<file path="src/rtl/uart_rx_frame_if.sv">
// Receive-side output bundle of uart_rx_frame: held word, error flags
// and the valid/ready handshake towards the byte parser.
interface uart_rx_frame_if #(
  parameter int DATA_BITS = 8
);
  logic [DATA_BITS-1:0] out_data;
  logic                 out_vld;
  logic                 out_rdy;
  logic                 parity_err;
  logic                 frame_err;
  logic                 break_det;
  logic                 overrun;

  modport master (
    output out_data,
    output out_vld,
    output parity_err,
    output frame_err,
    output break_det,
    output overrun,
    input  out_rdy
  );

  modport slave (
    input  out_data,
    input  out_vld,
    input  parity_err,
    input  frame_err,
    input  break_det,
    input  overrun,
    output out_rdy
  );
endinterface

</file>
<file path="src/rtl/uart_rx_frame.sv">
// UART receiver: runtime baud divisor, parity/stop selection,
// 3-sample majority vote, error flags and a valid/ready holding register.
module uart_rx_frame #(
  parameter int DATA_BITS = 8,
  parameter int DIV_W     = 16
) (
  input  logic             clk,
  input  logic             rst,
  input  logic             uart_rx,
  input  logic [DIV_W-1:0] baud_div,
  input  logic [1:0]       parity_mode,
  input  logic             stop2,
  uart_rx_frame_if.master  out_if
);

  typedef enum logic [2:0] {
    S_IDLE,
    S_START,
    S_DATA,
    S_PARITY,
    S_STOP
  } state_e;

  state_e state_q, state_d;

  logic             rx_meta_q, rx_s_q, rx_prev_q;
  logic [DIV_W-1:0] cnt_q, cnt_d;
  logic [DIV_W-1:0] div_q, div_d;
  logic             par_en_q, par_en_d;
  logic             par_odd_q, par_odd_d;
  logic             stop2_q, stop2_d;
  logic [3:0]       bitcnt_q, bitcnt_d;
  logic [DATA_BITS-1:0] shreg_q, shreg_d;
  logic             s0_q, s0_d;
  logic             s1_q, s1_d;
  logic             pbit_q, pbit_d;
  logic             ferr_q, ferr_d;

  logic [DATA_BITS-1:0] data_q, data_d;
  logic             vld_q, vld_d;
  logic             perr_q, perr_d;
  logic             fe_q, fe_d;
  logic             brk_q, brk_d;
  logic             ovr_q, ovr_d;

  logic             fall;
  logic [DIV_W-1:0] half;
  logic             wrap, at_hm1, at_h, at_hp1;
  logic             vote;
  logic             done;
  logic             fin_ferr;
  logic             par_x;
  logic             new_perr, new_brk;

  assign fall   = rx_prev_q & ~rx_s_q;
  assign half   = div_q >> 1;
  assign wrap   = cnt_q == div_q - DIV_W'(1);
  assign at_hm1 = cnt_q == half - DIV_W'(1);
  assign at_h   = cnt_q == half;
  assign at_hp1 = cnt_q == half + DIV_W'(1);
  assign vote   = (s0_q & s1_q) | (s0_q & rx_s_q) | (s1_q & rx_s_q);

  always_comb begin
    state_d   = state_q;
    cnt_d     = cnt_q;
    div_d     = div_q;
    par_en_d  = par_en_q;
    par_odd_d = par_odd_q;
    stop2_d   = stop2_q;
    bitcnt_d  = bitcnt_q;
    shreg_d   = shreg_q;
    s0_d      = s0_q;
    s1_d      = s1_q;
    pbit_d    = pbit_q;
    ferr_d    = ferr_q;
    fin_ferr  = ferr_q;
    done      = 1'b0;

    if (state_q != S_IDLE) begin
      cnt_d = wrap ? '0 : cnt_q + DIV_W'(1);
      if (at_hm1) s0_d = rx_s_q;
      if (at_h)   s1_d = rx_s_q;
    end

    unique case (state_q)
      S_IDLE: begin
        cnt_d = '0;
        if (fall) begin
          state_d   = S_START;
          div_d     = baud_div;
          par_en_d  = (parity_mode == 2'd1) || (parity_mode == 2'd2);
          par_odd_d = parity_mode == 2'd2;
          stop2_d   = stop2;
          ferr_d    = 1'b0;
          bitcnt_d  = '0;
        end
      end
      S_START: begin
        if (at_hp1 && vote) begin
          state_d = S_IDLE;
          cnt_d   = '0;
        end else if (wrap) begin
          state_d = S_DATA;
        end
      end
      S_DATA: begin
        if (at_hp1) begin
          shreg_d  = {vote, shreg_q[DATA_BITS-1:1]};
          bitcnt_d = bitcnt_q + 4'd1;
        end
        if (wrap && bitcnt_q == 4'(DATA_BITS)) begin
          bitcnt_d = '0;
          state_d  = par_en_q ? S_PARITY : S_STOP;
        end
      end
      S_PARITY: begin
        if (at_hp1) pbit_d = vote;
        if (wrap)   state_d = S_STOP;
      end
      S_STOP: begin
        if (at_hp1) begin
          fin_ferr = ferr_q | ~vote;
          ferr_d   = fin_ferr;
          // first of two stop bits: keep going to the second
          if (stop2_q && bitcnt_q == 4'd0) begin
            bitcnt_d = 4'd1;
          end else begin
            done    = 1'b1;
            state_d = S_IDLE;
            cnt_d   = '0;
          end
        end
      end
      default: state_d = S_IDLE;
    endcase
  end

  assign par_x    = ^shreg_q ^ pbit_q;
  assign new_perr = par_en_q & (par_odd_q ? ~par_x : par_x);
  assign new_brk  = fin_ferr & (shreg_q == '0) & (~par_en_q | ~pbit_q);

  always_comb begin
    data_d = data_q;
    vld_d  = vld_q;
    perr_d = perr_q;
    fe_d   = fe_q;
    brk_d  = brk_q;
    ovr_d  = 1'b0;
    if (done) begin
      if (!vld_q || out_if.out_rdy) begin
        data_d = shreg_q;
        perr_d = new_perr;
        fe_d   = fin_ferr;
        brk_d  = new_brk;
        vld_d  = 1'b1;
      end else begin
        ovr_d = 1'b1;
      end
    end else if (vld_q && out_if.out_rdy) begin
      vld_d = 1'b0;
    end
  end

  always_ff @(posedge clk) begin
    if (rst) begin
      rx_meta_q <= 1'b1;
      rx_s_q    <= 1'b1;
      rx_prev_q <= 1'b1;
      state_q   <= S_IDLE;
      cnt_q     <= '0;
      div_q     <= '0;
      par_en_q  <= 1'b0;
      par_odd_q <= 1'b0;
      stop2_q   <= 1'b0;
      bitcnt_q  <= '0;
      shreg_q   <= '0;
      s0_q      <= 1'b1;
      s1_q      <= 1'b1;
      pbit_q    <= 1'b0;
      ferr_q    <= 1'b0;
      data_q    <= '0;
      vld_q     <= 1'b0;
      perr_q    <= 1'b0;
      fe_q      <= 1'b0;
      brk_q     <= 1'b0;
      ovr_q     <= 1'b0;
    end else begin
      rx_meta_q <= uart_rx;
      rx_s_q    <= rx_meta_q;
      rx_prev_q <= rx_s_q;
      state_q   <= state_d;
      cnt_q     <= cnt_d;
      div_q     <= div_d;
      par_en_q  <= par_en_d;
      par_odd_q <= par_odd_d;
      stop2_q   <= stop2_d;
      bitcnt_q  <= bitcnt_d;
      shreg_q   <= shreg_d;
      s0_q      <= s0_d;
      s1_q      <= s1_d;
      pbit_q    <= pbit_d;
      ferr_q    <= ferr_d;
      data_q    <= data_d;
      vld_q     <= vld_d;
      perr_q    <= perr_d;
      fe_q      <= fe_d;
      brk_q     <= brk_d;
      ovr_q     <= ovr_d;
    end
  end

  assign out_if.out_data   = data_q;
  assign out_if.out_vld    = vld_q;
  assign out_if.parity_err = perr_q;
  assign out_if.frame_err  = fe_q;
  assign out_if.break_det  = brk_q;
  assign out_if.overrun    = ovr_q;

endmodule

</file>
<file path="src/flat_wrapper.sv">
// flat-port wrapper written by rule: the top's interface ports become plain ports
module uart_rx_frame_flat 
#(
  parameter int DATA_BITS = 8,
  parameter int DIV_W     = 16
)
  (clk, rst, uart_rx, baud_div, parity_mode, stop2, out_if_out_data, out_if_out_vld, out_if_parity_err, out_if_frame_err, out_if_break_det, out_if_overrun, out_if_out_rdy);
  uart_rx_frame_if #(.DATA_BITS(DATA_BITS)) out_if_i ();
  input  logic clk;
  input  logic rst;
  input  logic uart_rx;
  input  logic [DIV_W-1:0] baud_div;
  input  logic [1:0] parity_mode;
  input  logic stop2;
  output wire logic [$bits(out_if_i.out_data)-1:0] out_if_out_data;
  output wire logic [$bits(out_if_i.out_vld)-1:0] out_if_out_vld;
  output wire logic [$bits(out_if_i.parity_err)-1:0] out_if_parity_err;
  output wire logic [$bits(out_if_i.frame_err)-1:0] out_if_frame_err;
  output wire logic [$bits(out_if_i.break_det)-1:0] out_if_break_det;
  output wire logic [$bits(out_if_i.overrun)-1:0] out_if_overrun;
  input wire logic [$bits(out_if_i.out_rdy)-1:0] out_if_out_rdy;
  assign out_if_out_data = out_if_i.out_data;
  assign out_if_out_vld = out_if_i.out_vld;
  assign out_if_parity_err = out_if_i.parity_err;
  assign out_if_frame_err = out_if_i.frame_err;
  assign out_if_break_det = out_if_i.break_det;
  assign out_if_overrun = out_if_i.overrun;
  assign out_if_i.out_rdy = out_if_out_rdy;
  uart_rx_frame #(.DATA_BITS(DATA_BITS), .DIV_W(DIV_W)) u_core (.clk(clk), .rst(rst), .uart_rx(uart_rx), .baud_div(baud_div), .parity_mode(parity_mode), .stop2(stop2), .out_if(out_if_i));
endmodule
</file>
<file path="config.mk">
export PLATFORM = sky130hd
export DESIGN_NAME = uart_rx_frame_flat
export DESIGN_NICKNAME = d
export VERILOG_FILES = /design/src/rtl/uart_rx_frame_if.sv /design/src/rtl/uart_rx_frame.sv /design/src/flat_wrapper.sv
export SDC_FILE = /design/constraint.sdc
export NUM_CORES = 1
export LEC_CHECK = 0
export ABC_AREA = 1
export BUFFER_PORTS_ARGS = -buffer_cell sky130_fd_sc_hd__buf_2
export CORE_MARGIN = 10
export CORE_UTILIZATION = 57
export DETAILED_ROUTE_END_ITERATION = 8
export PLACE_DENSITY = 0.76
export REMOVE_ABC_BUFFERS = 1
export SYNTH_ARGS = -nofsm -noshare
export SYNTH_HDL_FRONTEND = slang
export SYNTH_SLANG_ARGS = --single-unit
</file>
<file path="constraint.sdc">
create_clock -name clk -period 7.1 [get_ports clk]
set_input_delay 0.355 -clock clk [delete_from_list [all_inputs] [get_ports clk]]
set_output_delay 0.355 -clock clk [all_outputs]
set_load 0.02 [all_outputs]
</file>
==> metrics list <==
- Antenna Violating Nets Remaining: 0
- Sort of element at the end of the critical path: register
* HPWL after detailed placement: 10.2 mm
* Start-to-end type of the worst setup path: register to register
- Among all flip-flop cells after synthesis, the most frequent one is sky130_fd_sc_hd__dfxtp_1.
- Proportion of total power due to net switching: between 40% and 50%
- The min-delay analysis places its worst path in the category input pin to register.
* Combined area of all synthesized cells: slightly below 5000 um^2
- Counting every sink on the clock net gives 70.
* Max-Cap Viols: 0
- In the final routed layout, each cell accounts on average for between 10 and 15 um.
- Routability-driven placement finished with a final weighted congestion of ~1.0.
- Largest net degree at the start of global routing: 34
- Max transition margin: a little over a third
* Die W: 112 um
- The clock network burns 21.8% of the power.
* Fraction of final layout cells sized beyond drive strength 1: 8.93%
- Final hold vios: 0
- A synthesized cell averages between 6 and 7 um^2.
* Initial antenna violation count: 0
- Power spread over the standard cell area amounts to just under 300 nW/um^2.
- Initial DRC count: about 360
* # Post-CTS Setup Buffers: 0
* Vias in the first global route: around 4700
- Counting flops and latches in the post-synthesis netlist gives 70.
- Internal power: between 0.8 and 0.9 mW
- The share of total power dissipated in combinational logic is between 40% and 50%.
- Of the available clock period, the critical path in the final layout requires between 40% and 50%.
- NetSw: between 0.6 and 0.7 mW
- Number of enable flip-flop cells after synthesis: 0
- Initial core utilization: between 50% and 60%
- Clock skew on the completed layout was measured at 14.5 ps.
- The total overflow left after global routing is 0.
- Setup repair after global routing left no endpoint under its margin.
* Via count of the routed design: roughly 4800
* Static Leak: 2.36 nW
- Counting flops with an async set or reset pin after synthesis yields a share of 0%.
* Clock Root Buffer: sky130_fd_sc_hd__clkbuf_8
- Final routed wirelength across all metal layers: 13.0 mm
* Die Footprint: 12500 um^2
* Area Growth Syn to Fin: 7.08%
- After clock tree synthesis, the repair step resized 0 gates.
- Peak VDD IR: 0.193 mV
* Run status: complete, no violations
* Die boundary height: 112 um
- In the final design database the tool counted 803 nets.
- Buffers on Ports: 35
* TritonCTS clock tree: built
- After detailed routing, the number of vias per cell comes to about 5.5.
- Buffers inserted during clock tree synthesis total 9.
- First drt pass iteration count: 5
- Clock transition at the registers of the reported paths: approximately 90 ps
* Register share of total power: between 30% and 40%
- With fillers left out, the area of the finished cells amounts to between 5000 and 6000 um^2.
- Worst-Skew Late Latency: about 360 ps
* Worst slew pin tran: slightly below 1000 ps
* Critical-path maximum fanout: 13
- The max-slew violation total from the final report came to 0.
* Total negative slack: 0 ps
* Hold Buf Count CTS: 0
- I/O pin total: 36
* Total power after layout: 1.53 mW
* Worst endpoint required time: 7310 ps
* Combined global-route utilization of all metal layers: about a fifth
- Total DRC errors in the routed layout: 0
- Max frequency: 348 MHz
- In this run the cell area measured after placement is slightly below 5000 um^2.
- STA puts the critical path data arrival time at 3080 ps.
- Synthesis handed over a netlist of around 750 instances.
- Number of rows created at floorplan: 33
- Register area share after synthesis: roughly 30%
- 0 antenna diodes ended up in the layout.
- Maximum buffer depth of the clock tree: 2
* Min cycle time layout: approximately 2900 ps
- Wire length of the first global-routing pass: around 22 mm
- Count of synthesis-stage warnings from yosys: 0
- Core Region: between 8000 and 9000 um^2
- The clock tree synthesis step divided the H-tree into 3 levels.
* CP Launch Type: register
- Number of library cell types mapped by synthesis: 38
- Final number of setup-violating endpoints: 0
Yosys cell counts (2+ instances only):
cell | number | area [um^2]
sky130_fd_sc_hd__clkbuf_1 | 11 | 41.3
sky130_fd_sc_hd__clkbuf_2 | 2 | 10.0
sky130_fd_sc_hd__xor2_1 | 36 | 315
sky130_fd_sc_hd__nor2_2 | 3 | 18.8
sky130_fd_sc_hd__o21ai_0 | 48 | 240
sky130_fd_sc_hd__nand4_1 | 16 | 100
sky130_fd_sc_hd__inv_2 | 2 | 7.51
sky130_fd_sc_hd__nand2_1 | 177 | 664
sky130_fd_sc_hd__ha_1 | 11 | 138
sky130_fd_sc_hd__buf_2 | 8 | 40.0
sky130_fd_sc_hd__buf_6 | 5 | 56.3
sky130_fd_sc_hd__xnor2_1 | 22 | 193
sky130_fd_sc_hd__nor2_1 | 100 | 375
sky130_fd_sc_hd__a21oi_1 | 45 | 225
sky130_fd_sc_hd__o211ai_1 | 2 | 15.0
sky130_fd_sc_hd__a21boi_0 | 2 | 15.0
sky130_fd_sc_hd__nor3_1 | 21 | 105
sky130_fd_sc_hd__nor2_4 | 6 | 67.6
sky130_fd_sc_hd__nor4_1 | 3 | 18.8
sky130_fd_sc_hd__or2_2 | 2 | 12.5
sky130_fd_sc_hd__nand3_1 | 47 | 235
sky130_fd_sc_hd__nand3b_1 | 7 | 52.6
sky130_fd_sc_hd__dfxtp_1 | 70 | 1400
sky130_fd_sc_hd__inv_1 | 85 | 319
sky130_fd_sc_hd__nand2_2 | 5 | 31.3
sky130_fd_sc_hd__buf_4 | 3 | 22.5
through the flow:
step	hold WS [ps]	setup slack [ps]	util [%]	std cells
2_1_floorplan	389	4840	-	722
3_3_place_gp	413	4360	60.2	863
3_5_place_dp	415	4290	60.2	863
4_1_cts	163	4270	62.6	878
5_1_grt	172	3960	62.6	878
6_report	175	4230	62.6	878
critical path, stage by stage (launching register included):
cell and delay [ps]:
sky130_fd_sc_hd__dfxtp_1 470, sky130_fd_sc_hd__inv_1 140, sky130_fd_sc_hd__ha_1 310, sky130_fd_sc_hd__xnor2_1 220, sky130_fd_sc_hd__nand3_1 130, sky130_fd_sc_hd__nor2_1 100
sky130_fd_sc_hd__nand2_1 50, sky130_fd_sc_hd__nor2_1 170, sky130_fd_sc_hd__nand3_1 170, sky130_fd_sc_hd__o21ai_1 250, sky130_fd_sc_hd__nand4_1 210, sky130_fd_sc_hd__nand2_1 410
sky130_fd_sc_hd__nor3_1 90
final cells by class:
type | instances | area (um^2)
Fill cell | 767 | 3070
Multi-Input combinational cell | 565 | 2910
Sequential cell | 70 | 1400
Inverter | 87 | 327
Timing Repair Buffer | 36 | 183
Clock buffer | 10 | 138
Tap cell | 105 | 131
Clock inverter | 5 | 58.8
final timing paths:
path	start	end	slack, ps	cells after the start
max reg2reg	u_core.div_q[2]	u_core.cnt_q[7]	4230	12
min	uart_rx	u_core.rx_meta_q	180	2
max	u_core.div_q[2]	u_core.cnt_q[7]	4230	12
min reg2reg	u_core.rx_meta_q	u_core.rx_s_q	430	1
registers in the layout, summed over array words and instances (netlist names), 3 cells and up:
signal,count
u_core.bitcnt_q,4
u_core.cnt_q,16
u_core.div_q,16
u_core.out_if.out_data,8
u_core.shreg_q,8
u_core.state_q,3
power by group through the flow:
stage                     Clock [mW]  Sequential, mW  Combinational (mW)
after global routing           0.352           0.501               0.806
final                          0.335           0.495               0.704
after floorplan                    0           0.487               0.537
after global placement             0           0.497               0.675
after CTS                      0.339           0.492               0.697
after detailed placement           0           0.501               0.692
logic make-up (layout without fill, tap and decap cells):
group                    Yosys count  after routing  share of synthesized area (%)
XOR/XNOR                          58             58                           10.6
adder cells (fa/ha/maj)           11             11                           2.86
buffers and inverters            116            138                           10.3
AND/OR/NAND/NOR                  392            392                           35.7
AO/OA/AOI/OAI                    104            104                           11.4
flip-flops                        70             70                           29.2
layout by cell type (no fill, tap or decap), drive strengths merged:
cell and n:
nor2b 1, inv 88, a21boi 2, o211ai 2, and3 1, clkbuf 10
nor3 21, xnor2 22, o21bai 1, dfxtp 70, a311oi 1, nand2b 1
o2111ai 1, o21ai 49, xor2 36, nor4 3, nor3b 1, nand2 182
nand3 47, nor2 109, or2 2, ha 11, nand3b 7, clkinv 1
bufinv 1, and2 1, nand4 16, clkinvlp 2, a21oi 45, a21o 1
a211oi 1, o21a 1, buf 36
routing by layer:
| metal | global-route usage [%] | routed length [um] | up-vias |
|---|---|---|---|
| met5 | 0 | 0 | - |
| met4 | 8.40 | 406 | 0 |
| met3 | 4.56 | 818 | 32 |
| met2 | 34.3 | 6110 | 161 |
| met1 | 25.1 | 5700 | 2159 |
| li1 | - | - | 2446 |
No activity file was read; power rests on OpenSTA's default activity.
